[src/rtl/alu_issue_ctrl.sv]
// rtl/alu_issue_ctrl.sv - ALU operation issue controller with per-opcode latency and registered response (optional feature macro: STICKY_OVERFLOW_EN)
module alu_issue_ctrl #(
    parameter int FAST_LAT = 1,
    parameter int SLOW_LAT = 4,
    parameter int DEST_W   = 5
) (
    input  logic              clk,
    input  logic              rst_n,
    input  logic              req_valid,
    output logic              req_ready,
    input  logic [5:0]        req_func,
    input  logic [63:0]       req_a,
    input  logic [63:0]       req_b,
    input  logic [DEST_W-1:0] req_dest,
    output logic [63:0]       alu_input1,
    output logic [63:0]       alu_input2,
    output logic [5:0]        alu_function,
    input  logic [63:0]       alu_result,
    input  logic              alu_zero,
    input  logic              alu_compare,
    input  logic              alu_parity_odd,
    input  logic              alu_overflow,
`ifdef STICKY_OVERFLOW_EN
    input  logic              clr_ovf,
`endif
    output logic              rsp_valid,
    input  logic              rsp_ready,
    output logic [63:0]       rsp_result,
    output logic [DEST_W-1:0] rsp_dest,
    output logic [4:0]        rsp_flags
);

    // Opcode values mirror the opcodes.v encoding used by the ALU.
    localparam logic [5:0] OP_ADD  = 6'h00;
    localparam logic [5:0] OP_MUL  = 6'h02;
    localparam logic [5:0] OP_DIV  = 6'h03;
    localparam logic [5:0] OP_MOD  = 6'h04;
    localparam logic [5:0] OP_PWR  = 6'h05;
    localparam logic [5:0] OP_FACT = 6'h06;
    localparam logic [5:0] OP_CE   = 6'h0A;
    localparam logic [5:0] OP_CNE  = 6'h0B;
    localparam logic [5:0] OP_CB   = 6'h0C;
    localparam logic [5:0] OP_CBE  = 6'h0D;
    localparam logic [5:0] OP_CA   = 6'h0E;
    localparam logic [5:0] OP_CAE  = 6'h0F;

    localparam logic [1:0] ST_IDLE = 2'd0;
    localparam logic [1:0] ST_EXEC = 2'd1;
    localparam logic [1:0] ST_RESP = 2'd2;

    localparam int MAX_LAT = (FAST_LAT > SLOW_LAT) ? FAST_LAT : SLOW_LAT;
    localparam int CNT_W   = (MAX_LAT > 1) ? $clog2(MAX_LAT) : 1;
    localparam logic [CNT_W-1:0] FAST_CNT = CNT_W'(FAST_LAT - 1);
    localparam logic [CNT_W-1:0] SLOW_CNT = CNT_W'(SLOW_LAT - 1);

    // Multi-cycle ALU operations get the long hold time.
    function automatic logic is_slow_op(input logic [5:0] f);
        return (f == OP_MUL) || (f == OP_DIV) || (f == OP_MOD) ||
               (f == OP_PWR) || (f == OP_FACT);
    endfunction

    // Only comparison ops produce a meaningful compare flag.
    function automatic logic is_cmp_op(input logic [5:0] f);
        return (f == OP_CE) || (f == OP_CNE) || (f == OP_CB) ||
               (f == OP_CBE) || (f == OP_CA) || (f == OP_CAE);
    endfunction

    function automatic logic is_div_op(input logic [5:0] f);
        return (f == OP_DIV) || (f == OP_MOD);
    endfunction

    logic [1:0]        state_q, state_d;
    logic [CNT_W-1:0]  cnt_q, cnt_d;
    logic [63:0]       in1_q, in1_d;
    logic [63:0]       in2_q, in2_d;
    logic [5:0]        func_q, func_d;
    logic [DEST_W-1:0] dest_q, dest_d;
    logic [63:0]       res_q, res_d;
    logic [DEST_W-1:0] rdest_q, rdest_d;
    logic [4:0]        flags_q, flags_d;
    logic              rvalid_q, rvalid_d;
    logic              capture;

    assign capture = (state_q == ST_EXEC) && (cnt_q == '0);

    // Next-state logic: accept in IDLE, count down in EXEC, hold in RESP until consumed.
    always_comb begin
        state_d  = state_q;
        cnt_d    = cnt_q;
        in1_d    = in1_q;
        in2_d    = in2_q;
        func_d   = func_q;
        dest_d   = dest_q;
        res_d    = res_q;
        rdest_d  = rdest_q;
        flags_d  = flags_q;
        rvalid_d = rvalid_q;
        case (state_q)
            ST_IDLE: begin
                if (req_valid) begin
                    in1_d  = req_a;
                    in2_d  = req_b;
                    func_d = req_func;
                    dest_d = req_dest;
                    if (is_div_op(req_func) && (req_b == 64'd0)) begin
                        // Divide by zero is resolved here; the ALU output is never consulted.
                        res_d    = 64'd0;
                        rdest_d  = req_dest;
                        flags_d  = 5'b10001;
                        rvalid_d = 1'b1;
                        state_d  = ST_RESP;
                    end else begin
                        cnt_d   = is_slow_op(req_func) ? SLOW_CNT : FAST_CNT;
                        state_d = ST_EXEC;
                    end
                end
            end
            ST_EXEC: begin
                if (capture) begin
                    res_d    = alu_result;
                    rdest_d  = dest_q;
                    flags_d  = {1'b0, alu_overflow, alu_parity_odd,
                                alu_compare & is_cmp_op(func_q), alu_zero};
                    rvalid_d = 1'b1;
                    state_d  = ST_RESP;
                end else begin
                    cnt_d = cnt_q - 1'b1;
                end
            end
            ST_RESP: begin
                if (rsp_ready) begin
                    rvalid_d = 1'b0;
                    state_d  = ST_IDLE;
                end
            end
            default: begin
                rvalid_d = 1'b0;
                state_d  = ST_IDLE;
            end
        endcase
    end

    // State, operand and response registers; reset drops any in-flight op.
    always_ff @(posedge clk or negedge rst_n) begin
        if (!rst_n) begin
            state_q  <= ST_IDLE;
            cnt_q    <= '0;
            in1_q    <= 64'd0;
            in2_q    <= 64'd0;
            func_q   <= OP_ADD;
            dest_q   <= '0;
            res_q    <= 64'd0;
            rdest_q  <= '0;
            flags_q  <= 5'd0;
            rvalid_q <= 1'b0;
        end else begin
            state_q  <= state_d;
            cnt_q    <= cnt_d;
            in1_q    <= in1_d;
            in2_q    <= in2_d;
            func_q   <= func_d;
            dest_q   <= dest_d;
            res_q    <= res_d;
            rdest_q  <= rdest_d;
            flags_q  <= flags_d;
            rvalid_q <= rvalid_d;
        end
    end

`ifdef STICKY_OVERFLOW_EN
    logic ovf_sticky_q;

    // Sticky overflow accumulates across operations; a new overflow beats a clear.
    always_ff @(posedge clk or negedge rst_n) begin
        if (!rst_n) begin
            ovf_sticky_q <= 1'b0;
        end else if (capture && alu_overflow) begin
            ovf_sticky_q <= 1'b1;
        end else if (clr_ovf) begin
            ovf_sticky_q <= 1'b0;
        end
    end

    assign rsp_flags = {flags_q[4], flags_q[3] | ovf_sticky_q, flags_q[2:0]};
`else
    assign rsp_flags = flags_q;
`endif

    assign req_ready    = (state_q == ST_IDLE);
    assign alu_input1   = in1_q;
    assign alu_input2   = in2_q;
    assign alu_function = func_q;
    assign rsp_valid    = rvalid_q;
    assign rsp_result   = res_q;
    assign rsp_dest     = rdest_q;

endmodule

[config.mk]
export PLATFORM = sky130hd
export DESIGN_NAME = alu_issue_ctrl
export DESIGN_NICKNAME = d
export VERILOG_FILES = /design/src/rtl/alu_issue_ctrl.sv
export SDC_FILE = /design/constraint.sdc
export NUM_CORES = 1
export LEC_CHECK = 0
export BUFFER_PORTS_ARGS = -buffer_cell sky130_fd_sc_hd__buf_2
export CAP_MARGIN = 25
export CELL_PAD_IN_SITES_DETAIL_PLACEMENT = 1
export CELL_PAD_IN_SITES_GLOBAL_PLACEMENT = 2
export CORE_ASPECT_RATIO = 0.8
export CORE_MARGIN = 4
export CORE_UTILIZATION = 23
export CTS_BUF_LIST = sky130_fd_sc_hd__clkbuf_8 sky130_fd_sc_hd__clkbuf_16
export CTS_CLUSTER_DIAMETER = 150
export DETAILED_ROUTE_END_ITERATION = 10
export PLACE_DENSITY_LB_ADDON = 0.1
export SKIP_CTS_REPAIR_TIMING = 1
export SLEW_MARGIN = 10
export SYNTH_ARGS = -nofsm -noshare
export SYNTH_HDL_FRONTEND = slang
export SYNTH_SLANG_ARGS = --single-unit
[constraint.sdc]
create_clock -name clk -period 1.8 [get_ports clk]
set_input_delay 0.36 -clock clk [delete_from_list [all_inputs] [get_ports clk]]
set_output_delay 0.36 -clock clk [all_outputs]
set_load 0.01 [all_outputs]
==> results of run 1 <==
through the flow:
step	utilization, %	TNS, ps	hold slack [ps]	setup slack [ps]	total power, W
2_1_floorplan	-	-12290	64.4	-197	0.0133
3_3_place_gp	32.6	-52350	266	-715	0.0179
3_5_place_dp	32.6	-52770	266	-722	0.0181
4_1_cts	35.2	-10600	-329	-340	0.0239
5_1_grt	36.0	-8270	0.215	-159	0.0254
6_report	36.0	-2910	9.72	-95.1	0.0236
registers in the layout, summed over array words and instances, names as in the netlist:
name / flops
state_q: 2
alu_function: 6
rsp_result: 64
alu_input1: 64
rsp_valid: 1
cnt_q: 2
dest_q: 5
rsp_flags: 5
alu_input2: 64
rsp_dest: 5
tightest hold or removal path, stage by stage:
cell	delay, ps
buf_2	70
nand2_1	40
nand2_1	50
where the power goes:
part | internal [W] | switching [W] | total, W
combinational | 0.00413 | 0.00537 | 0.00950
sequential | 0.00731 | 0.00123 | 0.00854
clock | 0.00344 | 0.00215 | 0.00559
total | 0.0149 | 0.00875 | 0.0236
metal layers:
metal  part of all wire (%)  wire length, um  vias up  GRT usage (%)
met4                    1.7              565        4           2.91
met3                    6.4             2100       36           5.15
met5                  0.083               27        -              0
met2                     48            15800      213           26.0
li1                       -                -     3709              -
met1                     44            14200     3765           20.0
cell families (layout without fill, tap and decap cells):
group,after synthesis,count (layout),share of synthesized area [%]
and+or+nand+nor,458,458,21.7
AOI/OAI and AO/OA,82,82,8.10
muxes,13,13,1.72
other,0,3,0
xor gates and xnor gates,1,1,0.105
adders and majority gates,1,1,0.150
DFF,218,218,65.4
buffers and inverters,50,574,2.79
how the worst max path moves through the flow:
stage                                       from  slack, ps                    endpoint  depth (start not counted)
final                       cnt_q[0]$_DFFE_PN0P_       -100     rsp_dest[0]$_DFFE_PN0P_                          7
after global routing        cnt_q[0]$_DFFE_PN0P_       -160     rsp_dest[0]$_DFFE_PN0P_                          7
after CTS                 state_q[0]$_DFFE_PN0P_       -340                   req_ready                          4
after detailed placement               req_b[25]       -720  rsp_result[29]$_DFFE_PN0P_                          7
after global placement                 req_b[25]       -710     rsp_dest[4]$_DFFE_PN0P_                          7
after floorplan                        req_b[46]       -200  rsp_result[17]$_DFFE_PN0P_                          7
cell type report:
cell class              instances  area [um2]
fillers                      4232       22900
flip-flops and latches        218        5460
repair buffers                525        3140
multi-input cells             555        2790
clock buffers                  32         733
well taps                     480         601
clock inverters                14         175
inverters                       3        11.3
diodes                          3        7.51
cell usage after synthesis (2+ instances only):
cell type  count  area [um2]
a21oi_1        3        15.0
a22o_1        66         578
buf_1          3        11.3
buf_6          6        67.6
clkbuf_1      38         143
dfrtp_1      218        5460
inv_1          3        11.3
mux2_1         5        56.3
mux2_2         6        67.6
mux2i_1        2        20.0
nand2_1      421        1580
nand2b_1       2        12.5
nand3_1        2        10.0
nand4_1        3        18.8
nor2_1         3        11.3
nor3_1         3        15.0
nor4_1        16         100
o21ai_0        6        30.0
==> metrics.csv, run 1 <==
stage,metric,value,unit
min_path,WHS Path Cells,3,
finish,final instance area,12900,um2
grt,global-route wire length before repair,49000,um
finish,share of layout cells above drive strength 1,42.8,%
sta,final setup skew,12.7,ps
yosys,"Seq/Total Area, Yosys",65.4,%
worst_setup_path,crit path DAT,2320,ps
clock_tree,CTS Buf Count,26,
worst_setup_path,crit-path leading delay family,compound AO/OA/AOI/OAI gates,
placement,placed instance area,11700,um2
placement,DP Wirelength,23700,um
die,Die Y-Extent,178,um
route,DRT Wirelength,32700,um
yosys,Post-Syn Area,8340,um2
run,max-cap violation count,0,
grt,GRT Total Usage,15.6,%
yosys,ys flop type,dfrtp_1,
grt,initial antenna violation count,3,
yosys,syn_nets,1035,
status,status,"finished, violations left",
route,DRT iter0 DRCs,350,
route,Vias,7727,
worst_setup_path,WS Path Type,flop to flop,
worst_setup_path,worst endpoint required time,2220,ps
clock_tree,clk_lat worst skew,540,ps
power_and_ir_drop,Leak,7.20,nW
clock_tree,H-tree depth,1,
clock_tree,CTS tree,built,
sta,relative slew slack,67.7,%
sta,setup violators final,67,
yosys,Post-synth ARST share,100,%
route,wire per inst,17.9,um
worst_setup_path,CP Launch Type,flop,
yosys,"Avg Cell Area, Syn",10.1,um2
sta,RSZ-0062 raised after global routing,true,
die,die width,221,um
sta,Worst Tran Pin Value,481,ps
finish,"commonest cells after routing, fill and taps aside","nand2_1, buf_2, dfrtp_1, buf_4, a22o_1",
route,DRC viols,0,
worst_setup_path,CP max stage delay,420,ps
worst_setup_path,CP Cell Sequence,inv_2 -> ha_4 -> mux2i_1 -> or2_4 -> o31a_4 -> buf_12 -> mux2_4,
worst_setup_path,slowest stage cell on the critical path,o31a_4,
sta,Hold Fails Final Rpt,0,
die,Initial Util,23.3,%
yosys,Ys Warns,0,
yosys,Mapped Cells,823,
die,area of the core,35800,um2
yosys,number of flops mapped to enable cells by yosys,0,
min_path,path category of the worst min-delay check,input port to flop,
finish,Layout Cells excl Fill,1830,
status,failing checks,negative setup slack,
sta,period utilization,105,%
sta,Tmin final,1900,ps
route,Via density,4.22,
clock_tree,CTS max path bufs,3,
worst_setup_path,FF-to-FF path depth,7,
sta,final worst setup slack,-95.1,ps
worst_setup_path,r2r endpoint,rsp_dest[0]$_DFFE_PN0P_,
sta,Slew Limit Fails,0,
placement,cell count after placement,1758,
grt,largest net degree at the start of global routing,65,
worst_setup_path,R2R Setup Slk,-100,ps
placement,Placer Congestion,0.740,
clock_tree,Worst-path clk slew,60,ps
die,# rows,62,
grt,gr ovfl total,0,
finish,Area Overhead vs Synth,54.8,%
die,I/O pin cnt,421,
worst_setup_path,r2r startpoint,cnt_q[0]$_DFFE_PN0P_,
clock_tree,clk sinks,218,
grt,vias in the first global route,7977,
worst_setup_path,WP buf/inv,2,
finish,"commonest non-fill, non-tap cell in the layout",nand2_1,
route,Pre-Repair DR Iteration Count,4,
power_and_ir_drop,Max VDD drop,0.650,mV
placement,input/output buffers,420,
worst_setup_path,CP Capture Type,flop,
sta,Fmax,0.528,GHz
yosys,Netlist cell types,35,
yosys,register bit total from synthesis,218,
min_path,hold_sp,req_a[26],
worst_setup_path,worst-path fanout max,7,
die,DIE AREA,39400,um2
finish,Final nets,1541,
power_and_ir_drop,Pwr per Cell Area,1830,nW/um2
route,ANT nets after route,0,
clock_tree,clk root buf,clkbuf_16,
min_path,Hold Crit Endpoint,alu_input1[26]$_DFFE_PN0P_,
Note: power is estimated with default switching activity, not from simulation.
==> run 2: changes to the inputs <==
--- a/config.mk
+++ b/config.mk
@@ -5,13 +5,14 @@
 export SDC_FILE = /design/constraint.sdc
 export NUM_CORES = 1
 export LEC_CHECK = 0
+export ABC_AREA = 1
 export BUFFER_PORTS_ARGS = -buffer_cell sky130_fd_sc_hd__buf_2
 export CAP_MARGIN = 25
 export CELL_PAD_IN_SITES_DETAIL_PLACEMENT = 1
 export CELL_PAD_IN_SITES_GLOBAL_PLACEMENT = 2
 export CORE_ASPECT_RATIO = 0.8
 export CORE_MARGIN = 4
-export CORE_UTILIZATION = 23
+export CORE_UTILIZATION = 24
 export CTS_BUF_LIST = sky130_fd_sc_hd__clkbuf_8 sky130_fd_sc_hd__clkbuf_16
 export CTS_CLUSTER_DIAMETER = 150
 export DETAILED_ROUTE_END_ITERATION = 10
==> run 2 against run 1 <==
The run now ends clean. Critical path type unchanged. Maximum frequency up 11%. Largest cell class unchanged. Die area down 0.14%. Combinational power up 2%. Critical endpoint is now rsp_result[22]$_DFFE_PN0P_. Worst setup slack better by 180 ps. Sequential share of layout area up 0.59 points. Via count down 3.5%. Design area down 1.3%. Cell count down 3.6%. Global-route usage up 0.15 points.
==> metrics.csv, run 2 <==
stage,metric,value,unit,change
grt,gr ovfl total,0,,unchanged
clock_tree,clk root buf,clkbuf_16,,unchanged
worst_setup_path,r2r startpoint,state_q[0]$_DFFE_PN0P_,,was cnt_q[0]$_DFFE_PN0P_
worst_setup_path,worst-path fanout max,8,,was 7
worst_setup_path,r2r endpoint,rsp_result[22]$_DFFE_PN0P_,,was rsp_dest[0]$_DFFE_PN0P_
finish,fillers,4163,,was 4232
status,status,"complete, no violations",,"was finished, violations left"
worst_setup_path,WP buf/inv,5,,was 2
route,Vias,7460,,was 7727
clock_tree,CTS Buf Count,27,,was 26
die,I/O pin cnt,421,,unchanged
clock_tree,H-tree depth,1,,unchanged
worst_setup_path,CP Cell Sequence,inv_2 -> nor2_4 -> inv_4 -> or2_4 -> o21ai_4 -> buf_6 -> nor2_4 -> buf_6 -> clkbuf_16 -> nand3_1 -> nand2_1,,was inv_2 -> ha_4 -> mux2i_1 -> or2_4 -> o31a_4 -> buf_12 -> mux2_4
route,Pre-Repair DR Iteration Count,4,,unchanged
grt,initial antenna violation count,6,,was 3
die,Die Y-Extent,178,um,about the same
min_path,path category of the worst min-delay check,input port to flop,,unchanged
finish,utilization after layout,35.5,%,was 36.0%
sta,relative slew slack,74.9,%,was 67.7%
power_and_ir_drop,Max VDD drop,0.735,mV,was 0.650 mV
grt,global-route wire length before repair,48300,um,was 49000 um
route,DRT Wirelength,32500,um,was 32700 um
worst_setup_path,R2R Setup Slk,90,ps,was -100 ps
die,Initial Util,24.3,%,was 23.3%
grt,largest net degree at the start of global routing,77,,was 65
worst_setup_path,slowest stage cell on the critical path,dfrtp_1,,was o31a_4
sta,Slew Limit Fails,0,,unchanged
yosys,Netlist cell types,19,,was 35
grt,GRT Total Usage,15.7,%,was 15.6%
clock_tree,Worst-path clk slew,60,ps,about the same
die,die width,221,um,about the same
yosys,number of flops mapped to enable cells by yosys,0,,unchanged
min_path,hold_sp,rsp_ready,,was req_a[26]
finish,Layout Cells excl Fill,1765,,was 1830
sta,Hold Fails Final Rpt,0,,unchanged
yosys,Yosys top cell area share,62.8,%,was 65.4%
yosys,Commonest cells post-synth,"dfrtp_1, nand2_1, mux2_2",,"was nand2_1, dfrtp_1, a22o_1"
clock_tree,CTS max path bufs,3,,unchanged
route,DRC viols,0,,unchanged
clock_tree,CTS tree,built,,unchanged
worst_setup_path,CP max stage delay,400,ps,was 420 ps
yosys,"Avg Cell Area, Syn",10.8,um2,was 10.1 um2
worst_setup_path,FF-to-FF path depth,11,,was 7
worst_setup_path,worst endpoint required time,2220,ps,about the same
power_and_ir_drop,Pwr per Cell Area,1830,nW/um2,about the same
worst_setup_path,Worst setup endpoint,rsp_result[22]$_DFFE_PN0P_,,was rsp_dest[0]$_DFFE_PN0P_
finish,"commonest non-fill, non-tap cell in the layout",buf_2,,was nand2_1
placement,cell count after placement,1702,,was 1758
route,Via density,4.23,,was 4.22
worst_setup_path,crit path DAT,2130,ps,was 2320 ps
die,DIE AREA,39400,um2,about the same
finish,"commonest cells after routing, fill and taps aside","buf_2, dfrtp_1, nand2_1, mux2_2, nand3_1",,"was nand2_1, buf_2, dfrtp_1, buf_4, a22o_1"
yosys,syn_nets,1016,,was 1035
yosys,Post-synth ARST share,100,%,unchanged
sta,Fmax,0.584,GHz,was 0.528 GHz
worst_setup_path,crit path from,state_q[0]$_DFFE_PN0P_,,was cnt_q[0]$_DFFE_PN0P_
placement,input/output buffers,420,,unchanged
yosys,Mapped Cells,804,,was 823
grt,vias in the first global route,8023,,was 7977
yosys,cell accounting for the most synthesized area,dfrtp_1,,unchanged
yosys,register bit total from synthesis,218,,unchanged
sta,Worst Tran Pin Value,377,ps,was 481 ps
placement,DP Wirelength,23800,um,was 23700 um
yosys,ys flop type,dfrtp_1,,unchanged
finish,Area Overhead vs Synth,46.5,%,was 54.8%
worst_setup_path,CP Launch Type,flop,,unchanged
finish,share of layout cells above drive strength 1,49.3,%,was 42.8%
worst_setup_path,WS Path Type,flop to flop,,unchanged
yosys,"top cells by area, synth","dfrtp_1, mux2_2, nand2_1",,"was dfrtp_1, nand2_1, a22o_1"
yosys,"Seq/Total Area, Yosys",62.8,%,was 65.4%
sta,period utilization,95.2,%,was 105%
die,# rows,62,,unchanged
sta,Tmin final,1710,ps,was 1900 ps
yosys,most numerous cell in the Yosys netlist,dfrtp_1,,was nand2_1
worst_setup_path,Crit path depth,11,,was 7
placement,Placer Congestion,0.738,,was 0.740
power_and_ir_drop,Leak,6.82,nW,was 7.20 nW
sta,setup violators final,0,,was 67
route,ANT nets after route,0,,unchanged
sta,final setup skew,6.33,ps,was 12.7 ps
route,DRT iter0 DRCs,314,,was 350
run,max-cap violation count,0,,unchanged
yosys,Ys Warns,0,,unchanged
worst_setup_path,crit-path leading delay family,simple AND/OR/NAND/NOR gates,,was compound AO/OA/AOI/OAI gates
clock_tree,clk sinks,218,,unchanged
clock_tree,clk_lat worst skew,530,ps,was 540 ps
yosys,Post-Syn Area,8690,um2,was 8340 um2
die,area of the core,35800,um2,unchanged
finish,Final nets,1473,,was 1541
worst_setup_path,CP Capture Type,flop,,unchanged
route,wire per inst,18.4,um,was 17.9 um
==> run 2: metal layers <==
| metal | vias to the layer above | global-route usage [%] | share of wire [%] |
|---|---|---|---|
| met1 | 3619 | 20.4 | 43 |
| met4 | 10 | 3.61 | 2.1 |
| met3 | 53 | 5.81 | 8.6 |
| met5 | - | 0 | 0.18 |
| li1 | 3551 | - | - |
| met2 | 227 | 25.1 | 46 |
==> run 2: area by class of cell <==
| cell class | instances | area (um2) | share of cell area (%) |
|---|---|---|---|
| Antenna cell | 4 | 10.0 | 0.0786 |
| Clock buffer | 31 | 731 | 5.74 |
| Clock inverter | 18 | 136 | 1.07 |
| Inverter | 43 | 164 | 1.29 |
| Multi-Input combinational cell | 501 | 2910 | 22.8 |
| Sequential cell | 218 | 5460 | 42.8 |
| Tap cell | 480 | 601 | 4.71 |
| Timing Repair Buffer | 470 | 2730 | 21.4 |
==> run 2: logic make-up after synthesis <==
kind of cell	count (synthesis)	synth area share, %
simple gates	351	16.7
flops	218	62.8
mux	104	13.5
buf+inv	85	4.32
compound gates	45	2.63
fa+ha+maj	1	0.144
==> run 2: worst min path at each step <==
stage | to | cells past startpoint
final | state_q[1]$_DFFE_PN0P_ | 2
after global routing | alu_input1[32]$_DFFE_PN0P_ | 2
after CTS | alu_input2[60]$_DFFE_PN0P_ | 1
after detailed placement | alu_input2[60]$_DFFE_PN0P_ | 1
after global placement | alu_input2[60]$_DFFE_PN0P_ | 1
after floorplan | alu_function[0]$_DFFE_PN0P_ | 0
==> run 2: where the power goes <==
group	internal [W]	total, W	leakage [nW]	switching, W
clock	0.00317	0.00534	0.457	0.00217
sequential	0.00714	0.00828	2.68	0.00113
combinational	0.00435	0.00966	3.68	0.00532
==> run 2: stage by stage <==
step	cell area [um2]	hold WS (ps)	total power (W)	setup TNS [ps]	setup WS, ps
CTS	12500	-293	0.0233	-232	-232
floorplan	8690	64.4	0.0131	0	148
finish	12700	28.7	0.0233	0	86.4
detailed placement	11700	283	0.0177	-9120	-154
global route	12700	24.2	0.0251	-2.69	-2.69
global placement	11700	283	0.0176	-6770	-116
